--- src/rtl/count_stream_checker_pkg.sv ---
// Shared types and constants for the counter stream checker.
// Default bus geometry matches the up/down counter it monitors.
package count_stream_checker_pkg;

  localparam int DEF_WIDTH   = 5;
  localparam int DEF_MAX_VAL = 30;

  typedef logic [1:0] state_t;

  localparam state_t ST_UNLOCKED = 2'd0;
  localparam state_t ST_ACQUIRE  = 2'd1;
  localparam state_t ST_LOCKED   = 2'd2;

  function automatic int unsigned cnt_succ(
    input int unsigned x,
    input int unsigned mx
  );
    return (x == mx) ? 0 : x + 1;
  endfunction

  function automatic int unsigned cnt_pred(
    input int unsigned x,
    input int unsigned mx
  );
    return (x == 0) ? mx : x - 1;
  endfunction

endpackage

--- src/rtl/count_step.sv ---
// One step of the 0..MAX_VAL counter ring in either direction.
// wrap is set when the step crosses the MAX_VAL/0 seam.
module count_step
  import count_stream_checker_pkg::*;
#(
  parameter int WIDTH   = DEF_WIDTH,
  parameter int MAX_VAL = DEF_MAX_VAL
) (
  input  logic [WIDTH-1:0] x,
  input  logic             up,
  output logic [WIDTH-1:0] y,
  output logic             wrap
);

  localparam logic [WIDTH-1:0] TOP = WIDTH'(MAX_VAL);

  // Successor or predecessor with wrap detection
  always_comb begin
    if (up) begin
      wrap = (x == TOP);
      y    = wrap ? '0 : x + WIDTH'(1);
    end else begin
      wrap = (x == '0);
      y    = wrap ? TOP : x - WIDTH'(1);
    end
  end

endmodule

--- config.mk ---
export PLATFORM = sky130hd
export DESIGN_NAME = count_step
export DESIGN_NICKNAME = d
export VERILOG_FILES = /design/src/rtl/count_stream_checker_pkg.sv /design/src/rtl/count_step.sv
export SDC_FILE = /design/constraint.sdc
export NUM_CORES = 1
export LEC_CHECK = 0
export ABC_AREA = 0
export CORE_AREA = 2 2 39 41
export DETAILED_ROUTE_END_ITERATION = 8
export DIE_AREA = 0 0 41 43
export GPL_ROUTABILITY_DRIVEN = 0
export PLACE_DENSITY = 0.43
export SYNTH_ARGS = -nofsm -noshare
export SYNTH_HDL_FRONTEND = slang
export SYNTH_SLANG_ARGS = --single-unit
--- constraint.sdc ---
create_clock -name vclk -period 2.91
set_clock_uncertainty 0.1 [all_clocks]
set_input_delay 0.291 -clock vclk [all_inputs]
set_output_delay 0.291 -clock vclk [all_outputs]
set_load 0.02 [all_outputs]
==> impl_metrics.yaml <==
layout:
  diodes: 0
  nNetsFinal: 58
  drive_gt1_frac: 0.128
  finalInstanceArea_sq_um: 383
  synthToLayoutAreaGrowth_pct: 62.8
  seq_cell_count: 0
  clkbuf_count: 0
  instances_no_fill: 63
  regArea_sq_um: 0
  fillCellCount: 161
  multiInputGateArea_sq_um: 201
global_routing:
  antenna_found_initial: 0
  grt_pass1_vias: 266
  grt_pass1_wl_um: 1040
  grt_overflow: 0
  grtUsageTotal: 0.0759
  grt_max_degree: 11
timing:
  hold_viol_final: 0
  rsz0062_at_grt: "no"
  period_needed_ps: 2710
  fin_setup_tns_ps: 0
  finalCritPeriodShare: 0.930
  finalSetupViolations: 0
  slew_viol_final: 0
  relSlewSlack: 0.841
  timing.fmax_mhz: 369
  tightest_slew_ps: 238
route:
  drc: 0
  routed_wirelength_um: 572
  wire_per_inst_um: 9.08
  drt_iter0_markers: 1
  vias: 284
  first_pass_iters: 2
  viasPerCell: 4.51
  ant_nets: 0
die:
  dieHeight_um: 43
  die_w_um: 41
  pin_count: 12
  fp-row-count: 14
  core_sq_um: 1380
  dieArea_sq_um: 1760
  start_util: 0.170
synth:
  ys_seq_area_frac: 0
  yosys_warnings: 0
  syn_nets: 42
  synth_area_sq_um: 235
  synth_top_area_cell: "ha_1"
  netlist_instances: 33
  ys_types: 21
  avgSynthCellArea_sq_um: 7.13
  synth_top_cell_area_share: 0.160
  ys_top_cells_by_count: "ha_1 (3), inv_1 (3), nand3_1 (3), nor2_1 (3)"
  ys_top_cells_by_area: "ha_1 (16%), buf_6 (9.6%), nand3_1 (6.4%)"
power_and_ir_drop:
  p_int_uw: 31.0
  switching_power_uw: 27.9
  peakVddDrop_mv: 0.0384
  pwr-share-clk: 0
  p_leak_nw: 0.153
  p_seq_frac: 0
  power_density_nw_per_um2: 154
  p_comb_frac: 1.000
  switching_share: 0.473
worst_setup_path:
  cpMaxStageDelayCell: "clkdlybuf4s50_1"
  critPathMostFrequentCell: "clkdlybuf4s50_1"
  endpoint_kind: "primary output"
  worst-setup-path-type: "input pin to primary output"
  path_cells: "clkdlybuf4s50_1 -> inv_1 -> ha_1 -> or4b_4 -> a21oi_1 -> a31o_1 -> clkdlybuf4s50_1"
  cp.required_ps: 2520
  crit_family: "buffers and inverters"
  cpPeakStageDelay_ps: 590
  crit_path_max_fanout: 4
  cp_data_arrival_time_ps: 2320
  path_buf_inv: 3
  startpoint_type: "input pin"
worst_hold_path:
  min_path_type: "input pin to primary output"
placed_design:
  io_buffers: 12
  post-dp-hpwl_um: 487
  dp.cells: 63
  post_dp_cell_area_sq_um: 383
flow_run:
  max_cap_violations: 0
clocking:
  post_cts_resized: 0
  cts_hold_buf: 0
  post_cts.repair.setup_buffers: 0
outcome:
  status: "finished clean"
[cell families after synthesis]
kind of cell               after synthesis  share of synthesized area
and+or+nand+nor                         13                      0.324
AOI/OAI and AO/OA                       11                      0.335
buffers and inverters                    5                      0.144
adders and majority gates                3                      0.160
xor gates and xnor gates                 1                     0.0372
[power by group through the flow]
| stage | combinational (mW) | sequential (mW) | clock, mW |
|---|---|---|---|
| 6_report | 0.0589 | 0 | 0 |
| 5_1_grt | 0.0646 | 0 | 0 |
| 4_1_cts | 0.0595 | 0 | 0 |
| 3_5_place_dp | 0.0591 | 0 | 0 |
| 3_3_place_gp | 0.0597 | 0 | 0 |
| 2_1_floorplan | 0.0303 | 0 | 0 |
[worst paths after layout]
check,slack [ps],to,depth (start not counted),start
hold / removal,1650,y[0],4,x[0]
setup / recovery,200,y[4],7,x[0]
[area by class of cell]
type,count,area share
tap,16,0.0523
timing repair buffer,16,0.392
inverter,3,0.0294
multi-input combinational,28,0.526
[metal layers]
layer / GRT usage / routed length, um / vias to the layer above
met3: 0.00524 / 27 / 0
li1: - / - / 152
met4: 0 / 0 / 0
met2: 0.144 / 279 / 6
met1: 0.0918 / 265 / 126
met5: 0 / 0 / -
[metrics by stage]
step | hold slack (ps) | worst slack, ps | power [mW] | util
after global placement | 1650 | 232 | 0.0597 | 0.277
after CTS | 1660 | 197 | 0.0595 | 0.277
after global routing | 1730 | 80.7 | 0.0646 | 0.277
final | 1650 | 203 | 0.0589 | 0.277
after detailed placement | 1650 | 215 | 0.0591 | 0.277
after floorplan | 562 | 1070 | 0.0303 | -
[cells in the final DEF, fill, tap and decap left out]
cell	n
nand4_1	2
nor2b_1	1
a31oi_1	1
xnor2_1	1
ha_1	3
o22ai_2	1
o21ai_0	2
or4_1	1
buf_4	4
nand3_1	3
o31ai_1	1
o21bai_1	1
nor2_1	3
a31o_1	1
clkdlybuf4s50_1	12
inv_1	3
a211o_1	1
nand2_1	1
and2_1	1
a211oi_1	1
a21oi_1	2
or4b_4	1
Power figures use the tool's default switching activity.
